### src/rtl/game_sequencer_pkg.sv
// Shared state codes and field widths for the puck game controller.
package game_sequencer_pkg;

    typedef enum logic [2:0] {
        StIdle   = 3'd0,
        StServe  = 3'd1,
        StPlay   = 3'd2,
        StMissed = 3'd3,
        StOver   = 3'd4
    } state_e;

    localparam int unsigned ScoreW = 16;
    localparam int unsigned SpeedW = 3;
    localparam int unsigned LivesW = 2;

endpackage

### src/rtl/bcd_counter4.sv
// Four-digit BCD up-counter with per-digit carry, saturating at 9999.
module bcd_counter4 (
    input  logic        clk,
    input  logic        reset,
    input  logic        clr,
    input  logic        inc,
    output logic [15:0] q
);

    logic [15:0] q_next;
    logic        carry;

    always_comb begin
        q_next = q;
        carry  = 1'b1;
        for (int i = 0; i < 4; i++) begin
            if (carry) begin
                if (q[4*i +: 4] == 4'd9) begin
                    q_next[4*i +: 4] = 4'd0;
                end else begin
                    q_next[4*i +: 4] = q[4*i +: 4] + 4'd1;
                    carry            = 1'b0;
                end
            end
        end
    end

    always_ff @(posedge clk) begin
        if (!reset || clr) begin
            q <= 16'h0000;
        end else if (inc && q != 16'h9999) begin
            q <= q_next;
        end
    end

endmodule

### src/rtl/game_sequencer.sv
// Game-level phase controller: serve/play/miss/over sequencing, lives, speed and BCD score.
module game_sequencer
    import game_sequencer_pkg::*;
#(
    parameter int unsigned LIVES        = 3,
    parameter int unsigned SERVE_FRAMES = 60,
    parameter int unsigned FLASH_FRAMES = 30,
    parameter int unsigned STEP_HITS    = 5,
    parameter int unsigned MAX_SPEED    = 7
) (
    input  logic              clk,
    input  logic              reset,
    input  logic              start,
    input  logic              frame_tick,
    input  logic              hit,
    input  logic              miss,
    output logic              run_en,
    output logic              serve_load,
    output logic [SpeedW-1:0] speed,
    output logic [ScoreW-1:0] score,
    output logic [LivesW-1:0] lives,
    output logic [2:0]        state,
    output logic              flash
);

    localparam int unsigned FrameMax = (SERVE_FRAMES > FLASH_FRAMES) ? SERVE_FRAMES : FLASH_FRAMES;
    localparam int unsigned FrameW   = $clog2(FrameMax + 1);
    localparam int unsigned HitW     = $clog2(STEP_HITS + 1);

    state_e            state_q;
    logic [FrameW-1:0] frame_cnt;
    logic [HitW-1:0]   hit_cnt;
    logic              start_q;
    logic              start_rise;
    logic              new_game;
    logic              score_inc;

    assign start_rise = start & ~start_q;
    assign new_game   = start_rise && (state_q == StIdle || state_q == StOver);
    assign score_inc  = (state_q == StPlay) && hit && !miss;
    assign state      = state_q;

    always_ff @(posedge clk) begin
        // Tracks the button even in reset so a press held across reset release is not an edge.
        start_q    <= start;
        run_en     <= 1'b0;
        serve_load <= 1'b0;
        if (!reset) begin
            state_q   <= StIdle;
            speed     <= SpeedW'(1);
            lives     <= LivesW'(LIVES);
            flash     <= 1'b0;
            frame_cnt <= '0;
            hit_cnt   <= '0;
        end else begin
            case (state_q)
                StIdle, StOver: begin
                    if (new_game) begin
                        state_q    <= StServe;
                        serve_load <= 1'b1;
                        flash      <= 1'b0;
                        speed      <= SpeedW'(1);
                        lives      <= LivesW'(LIVES);
                        hit_cnt    <= '0;
                        frame_cnt  <= '0;
                    end
                end
                StServe: begin
                    if (frame_tick) begin
                        if (frame_cnt == FrameW'(SERVE_FRAMES - 1)) begin
                            state_q   <= StPlay;
                            frame_cnt <= '0;
                        end else begin
                            frame_cnt <= frame_cnt + 1'b1;
                        end
                    end
                end
                StPlay: begin
                    run_en <= frame_tick;
                    if (miss) begin
                        lives     <= lives - 1'b1;
                        state_q   <= (lives == LivesW'(1)) ? StOver : StMissed;
                        flash     <= 1'b1;
                        frame_cnt <= '0;
                    end else if (hit) begin
                        if (hit_cnt == HitW'(STEP_HITS - 1)) begin
                            hit_cnt <= '0;
                            if (speed != SpeedW'(MAX_SPEED)) speed <= speed + 1'b1;
                        end else begin
                            hit_cnt <= hit_cnt + 1'b1;
                        end
                    end
                end
                StMissed: begin
                    if (frame_tick) begin
                        if (frame_cnt == FrameW'(FLASH_FRAMES - 1)) begin
                            state_q    <= StServe;
                            serve_load <= 1'b1;
                            flash      <= 1'b0;
                            frame_cnt  <= '0;
                        end else begin
                            frame_cnt <= frame_cnt + 1'b1;
                        end
                    end
                end
                default: begin
                    state_q   <= StIdle;
                    flash     <= 1'b0;
                    frame_cnt <= '0;
                end
            endcase
        end
    end

    bcd_counter4 u_score (
        .clk   (clk),
        .reset (reset),
        .clr   (new_game),
        .inc   (score_inc),
        .q     (score)
    );

endmodule

### config.mk
export PLATFORM = sky130hd
export DESIGN_NAME = game_sequencer
export DESIGN_NICKNAME = d
export VERILOG_FILES = /design/src/rtl/game_sequencer_pkg.sv /design/src/rtl/bcd_counter4.sv /design/src/rtl/game_sequencer.sv
export SDC_FILE = /design/constraint.sdc
export NUM_CORES = 1
export LEC_CHECK = 0
export BUFFER_PORTS_ARGS = -buffer_cell sky130_fd_sc_hd__buf_4
export CAP_MARGIN = 10
export CORE_UTILIZATION = 40
export CTS_BUF_LIST = sky130_fd_sc_hd__clkbuf_4
export DETAILED_ROUTE_END_ITERATION = 8
export PLACE_DENSITY = 0.7
export RECOVER_POWER = 25
export SKIP_LAST_GASP = 1
export SLEW_MARGIN = 20
export SYNTH_ARGS = -nofsm -noshare
export SYNTH_HDL_FRONTEND = slang
export SYNTH_SLANG_ARGS = --single-unit
### constraint.sdc
create_clock -name clk -period 2.7 [get_ports clk]
set_input_delay 0.27 -clock clk [delete_from_list [all_inputs] [get_ports clk]]
set_output_delay 0.27 -clock clk [all_outputs]
set_load 0.05 [all_outputs]
## Yosys cells after proc, flatten, opt, wreduce, memory -nomap -nowiden

Index checks and enable logic that the tools add are counted.

| storage, ports and cells | value |
|---|---|
| bits in registers | 37 |
| input bits | 6 |
| output and inout port bits | 27 |
| logic and storage cells | 115 |

| operators by class | value |
|---|---|
| $add $sub $neg | 8 |
| equality and inequality tests | 24 |
| muxes and demuxes | 46 |
| bitwise logic cells | 3 |
| reductions and logical operators | 21 |

Operators with widths:

| operator | count |
|---|---|
| two-way mux 3 bit | 15 |
| two-way mux 6 bit | 6 |
| case mux 6 bit (4 select lines) | 1 |
| adder 4 x 1 -> 4 bit, second input constant | 4 |
| equality test 4 bit, second input constant | 4 |
| two-way mux 4 bit | 4 |
| != test 16 bit, second input constant | 1 |
| != test 2 bit, second input constant | 7 |
| two-way mux 1 bit | 12 |
| case mux 3 bit (2 select lines) | 2 |
| case mux 3 bit (4 select lines) | 1 |
| AND reduction 6 bit | 2 |
| AND reduction 2 bit | 4 |
| AND reduction 4 bit | 2 |
| adder 3 x 1 -> 3 bit, second input constant | 2 |
| adder 6 x 1 -> 6 bit, second input constant | 1 |
| equality test 3 x 2 -> 1 bit, second input constant | 2 |
| equality test 3 bit, second input constant | 2 |
| equality test 6 x 5 -> 1 bit, second input constant | 1 |
| equality test 6 bit, second input constant | 1 |
| != test 2 x 1 -> 1 bit, second input constant | 3 |
| AND reduction 5 bit | 1 |
| logical AND 1 bit | 4 |
| two-way mux 2 bit | 2 |
| 15 further kinds | 18 |

## Logic depth before layout (Yosys ltp)

| logic depth | value |
|---|---|
| word-level depth | 6 |
| mapped depth | 6 |
| mapped depth without buffers | 6 |

## Hierarchy

A second synthesis with hierarchy kept.

| second synthesis, totals | value |
|---|---|
| cell total of the unflattened synthesis | 228 |
| area, all modules | 2,011.9 um2 |

Modules (own cells, without submodules):

| module | times used | cells an instance | area each (um2) | seq. area each (um2) |
|---|---|---|---|---|
| game_sequencer | 1 | 130 | 1,159.9 | 420.4 |
| bcd_counter4 | 1 | 98 | 852.1 | 320.3 |

## Least setup slack after synthesis

No wires, ideal clock.

| path | value |
|---|---|
| path kind | register to register |
| from | reg state_q[1] (netlist: state[1]) |
| to | reg u_score.q[14] |
| library setup time | 70 ps |
| arrival | 2,271 ps |
| required time | 2,630 ps |
| slack | 359 ps |
| stages on the path, launching flop included | 7 |
| buffers on the path | 2 |
| period minus slack after synthesis | 2,341 ps |
| cells stage by stage | dfxtp_1 or3b_1 buf_2 or4_4 buf_6 or3_1 a21oi_1 |

| on the way | value |
|---|---|
| longest elaborated chain between the ends | 5 |
| elaborated cells on any way between the ends | 10 |
| classes of those cells | eq/ne: 2; reduce/logical: 8 |

RTL lines:

| element | RTL line | source |
|---|---|---|
| start, declared | game_sequencer.sv:30 | `state_e state_q;` |
| start signal, assigned | game_sequencer.sv:49 | `state_q <= StIdle;` |
| start signal, assigned | game_sequencer.sv:59 | `state_q <= StServe;` |
| start signal, assigned | game_sequencer.sv:71 | `state_q <= StPlay;` |
| equality test 3 x 2 -> 1 bit | game_sequencer.sv:40 | `assign score_inc = (state_q == StPlay) && hit && !miss;` |
| logical AND 1 bit (2 in series) | game_sequencer.sv:40 |  |
| logical AND 1 bit | bcd_counter4.sv:31 | `end else if (inc && q != 16'h9999) begin` |
| AND reduction 2 bit (no source line) | -- |  |
| end signal, assigned | bcd_counter4.sv:32 | `q <= q_next;` |
| end, declared | bcd_counter4.sv:7 | `output logic [15:0] q` |

Parallel ways exist; a longest one is shown, timed or not.
A chain may end at the register's enable or synchronous reset.

## Worst setup path in the final report

| path | value |
|---|---|
| from | reg state_q[1] (netlist: state[1]) |
| to | reg u_score.q[11] |

The elaborated chain is that of the path after synthesis.

==> flow_results.org <==
** Run status
- Run status :: finished, violations left
- The final reports fail on design-rule violations.

** Clocking
- CTS built an H-tree with a depth of 2.
- The clock net in this run drives a total of 37 sinks.
- Clk Latency, worst-skew pair :: 0.34 ns
- After clock tree synthesis, the repair step resized 0 gates.
- Clock-pin slew on the worst setup and hold paths :: 0.11 ns
- TritonCTS clock tree :: built
- Post-CTS Repair Setup Buffers :: 0
- Number of buffers on the longest clock path :: 2
- # hold bufs at CTS :: 0
- Total CTS buffers :: 5
- Buffer cell driving the clock tree root :: sky130_fd_sc_hd__clkbuf_4

** Timing
- For the final database, setup skew stands at 0.01050 ns.
- Summed negative setup slack over all endpoints :: 0 ns
- Setup repair after global routing left no endpoint under its margin.
- The final hold violation count was 0.
- Final critical-path share of the clock period :: around 90%
- Setup violations remaining at the end of the flow were counted as 0.
- The worst pin sits at a relative slew slack of roughly 48%.
- At the pin with the least slew margin, the transition time is 0.7779 ns.
- Crit path time final :: about 2.4 ns
- The max-slew violation total from the final report came to 0.
- Fmax achieved :: 421.6 MHz

** Worst setup path
- STA classifies the critical path startpoint as a register.
- Max stage delay on crit path :: 0.62 ns
- The worst register-to-register path begins at state[1]$_SDFFE_PN0P_.
- Worst setup path start :: state[1]$_SDFFE_PN0P_
- The endpoint identified for the worst register-to-register timing path is u_score.q[11]$_SDFFE_PP0P_.
- R2r setup slk :: 0.33 ns
- Slowest stage cell on the critical path :: sky130_fd_sc_hd__or4_4
- Cell-by-cell trace of the critical path :: or3b_1, or4_4, or4_1, a21oi_1
- The critical path in this run is classified as reg2reg.
- Endpoint arrival time on the critical path :: 2.64 ns
- For the worst flop-to-flop path, the logic depth is 4.
- The worst setup path is captured at a register.
- For the worst setup path, the data required time is 2.97 ns.
- Max Fanout on Critical Path :: 13

** GRT
- Total overflow reported by the global router :: 0
- Across every metal layer, demand over resource in global routing totals 17.79%.
- Number of antenna violations at the first check in global routing :: 0
- The first global-routing pass estimated around 7.4 mm of wire.
- Pin count of the biggest net entering global routing :: 26
- Via count of the first global-routing pass :: 1623

** Synth
- The share of the Yosys chip area taken by registers is 37.61%.
- In this run the cell area of the synthesized design comes to 0.001969 mm².
- Of all flip-flops after synthesis, the portion carrying an async set or reset was 0%.
- Summing the areas of all compound-gate instances in the mapped netlist gives 21.35% of the synthesized area.
- The synthesized netlist contains between 40 and 50 unique library cells.
- Synthesis handed over a netlist of 237 instances.
- Mean instance size in the synthesized netlist :: 8.310 µm²
- Total nets after synthesis :: 250
- In the synthesized netlist the dominant register cell turns out to be sky130_fd_sc_hd__dfxtp_1.
- Adder and majority cell fraction of the synthesized area :: about 4.4%
- After synthesis the netlist holds a flip-flop and latch count of 37.
- In the synthesized netlist, mux cells make up 1.080% of the area.
- The synthesized netlist devotes under 10% of its cell area to XOR and XNOR gates.
- Count of warnings emitted by yosys :: 0
- The synthesized netlist devotes 29.29% of its cell area to simple gates.
- In this run, synthesis inferred 0 flip-flops with an integrated enable.
- By area, the combinational part of the netlist is dominated by simple AND/OR/NAND/NOR gates.

** Finish
- Area Growth Syn to Fin :: 15.76%
- Number of nets in the finished design :: 285
- Number of antenna diodes :: 0
- Final cell count without fillers :: 339
- Cells with a size suffix above 1 make up 11.76% of the layout.

** Routing
- For this block, the via count after detailed routing is 1850.
- For this block, the initial DRC count from the detailed router was 90.
- Post-detailed-route DRC marker count :: 2
- Wires add up to roughly 4.4 mm.
- In the final routed layout, each cell accounts on average for 13.02 µm.
- Number of antenna-violating nets in the routed design :: 0
- Dividing the detail-routed via count by the number of cells gives approximately 5.5.
- DR pass1 iterations :: 6

** Die
- Cell Rows :: 25
- From left edge to right edge, the die measures 72.17 µm.
- Core Area :: 0.004723 mm²
- The die covers 0.005208 mm².
- Die Span Y :: 72.17 µm
- Once the floorplan was initialized, standard cells occupied between 40% and 50% of the core.
- In this run the count of I/O pins placed on the die edge is 33.

** Placement
- Counting tap cells, the placed design contains a total of 332 instances.
- In this run the tool buffered the top-level ports with 32 buffer cells.
- At the end of routability-driven placement, the weighted congestion stood at 0.8317.
- Detail Placement HPWL :: 3.138 mm

** Flow run
- The tool flagged a number of max-cap violations equal to 0.

** Power
- In this run switching power makes up 36.74% of total power.
- Internal power comes to just under 800 µW.
- Across the VDD grid, the largest voltage drop is ~0.34 mV.
- Sequential cells burn 48.7% of the power.
- The clock network accounts for about 23% of the total power.
- Switching power total :: 461.9 µW
- Leak :: 0.7753 nW
- Combinational logic burns 28.7% of the power.
- Pwr per Cell Area :: 551.5 mW/mm²

** Hold path
- The startpoint identified for the worst hold timing path is start.
- Worst hold-check path type :: in2reg
- Hold Crit Depth :: 1
- Worst Hold End :: start_q$_DFF_P_
## cell usage after synthesis, drive strengths merged, types with 3 or more instances
master | n | area, µm²
buf | 3 | 21.27
nor2 | 11 | 41.29
o21ai | 20 | 100.1
a21oi | 19 | 95.09
nand3 | 9 | 45.04
inv | 13 | 48.80
nand4 | 6 | 37.54
a211o | 3 | 26.28
dfxtp | 37 | 740.7
clkbuf | 7 | 26.28
or4 | 5 | 41.29
nor4 | 6 | 37.54
or3 | 4 | 25.02
nor3 | 6 | 30.03
and3 | 3 | 18.77
nand2 | 21 | 78.83
nor3b | 3 | 22.52
o21a | 5 | 37.54
a21boi | 7 | 52.55
nor2b | 4 | 25.02
ha | 7 | 87.58
nand2b | 3 | 18.77
nor4b | 3 | 26.28
## registers in the layout, indices dropped and copies added (netlist names)
signal / count
frame_cnt: 6
flash: 1
state: 3
run_en: 1
speed: 3
serve_load: 1
u_score.q: 16
hit_cnt: 3
start_q: 1
lives: 2
## metal layers
metal	track usage, %	routed length (µm)	up-vias
met1	23.55	2162	864
met3	3.750	153	4
met2	29.18	2058	37
met5	0	0	-
met4	5.229	40	0
li1	-	-	945
## cells by family (layout without fill, tap and decap cells)
group                    count (synthesis)  after routing
multiplexers                             2              2
flip-flops                              37             37
AND/OR/NAND/NOR                         98             98
buffers and inverters                   23             58
AO/OA/AOI/OAI                           67             67
adder cells (fa/ha/maj)                  7              7
XOR/XNOR                                 3              3
## final cells by class
| class | count | area [µm²] |
|---|---|---|
| flip-flops and latches | 37 | 740.7 |
| inverters | 13 | 48.80 |
| multi-input cells | 177 | 1132 |
| fillers | 489 | 2444 |
| clock buffers | 6 | 45.04 |
| clock inverters | 1 | 3.754 |
| repair buffers | 38 | 225.2 |
| well taps | 67 | 83.83 |
## layout by cell type (no fill, tap or decap), drive strengths merged, types with 7 or more instances in the layout
| cell | Yosys | layout |
|---|---|---|
| clkbuf | 7 | 22 |
| a21boi | 7 | 7 |
| buf | 3 | 22 |
| dfxtp | 37 | 37 |
| o21ai | 20 | 20 |
| a21oi | 19 | 19 |
| ha | 7 | 7 |
| inv | 13 | 13 |
| nand2 | 21 | 21 |
| nor2 | 11 | 11 |
| nand3 | 9 | 9 |
## how the worst max path moves through the flow
| stage | endpoint | depth (start not counted) |
|---|---|---|
| floorplan | u_score.q[14]$_SDFFE_PP0P_ | 6 |
| global placement | u_score.q[15]$_SDFFE_PP0P_ | 4 |
| detailed placement | u_score.q[11]$_SDFFE_PP0P_ | 4 |
| CTS | u_score.q[11]$_SDFFE_PP0P_ | 4 |
| global route | u_score.q[15]$_SDFFE_PP0P_ | 4 |
| finish | u_score.q[11]$_SDFFE_PP0P_ | 4 |
## power groups by stage
stage / clock (mW) / combinational (mW) / sequential [mW]
6_report: 0.284 / 0.361 / 0.612
3_3_place_gp: 0 / 0.365 / 0.622
3_5_place_dp: 0 / 0.370 / 0.625
5_1_grt: 0.309 / 0.395 / 0.618
4_1_cts: 0.291 / 0.371 / 0.613
2_1_floorplan: 0 / 0.228 / 0.659
## worst max-delay path: cells and delay by family (launching register included)
family	cells	cell delay, ns
AO/OA/AOI/OAI	1	0.14
flip-flops	1	0.55
AND/OR/NAND/NOR	3	1.61
## per-stage QoR
stage | hold WS (ns) | setup slack [ns] | instance area (µm²) | utilization, % | power (mW)
after CTS | 0.02947 | 0.3272 | 2340 | 49.54 | 1.275
after floorplan | 0.2977 | 0.3593 | 1969 | - | 0.8872
after detailed placement | 0.3946 | 0.3690 | 2291 | 48.50 | 0.9941
after global routing | 0.05884 | 0.2075 | 2280 | 48.26 | 1.322
after global placement | 0.3918 | 0.4055 | 2291 | 48.50 | 0.9874
final | 0.06880 | 0.3281 | 2280 | 48.26 | 1.257
Power figures use the tool's default switching activity.
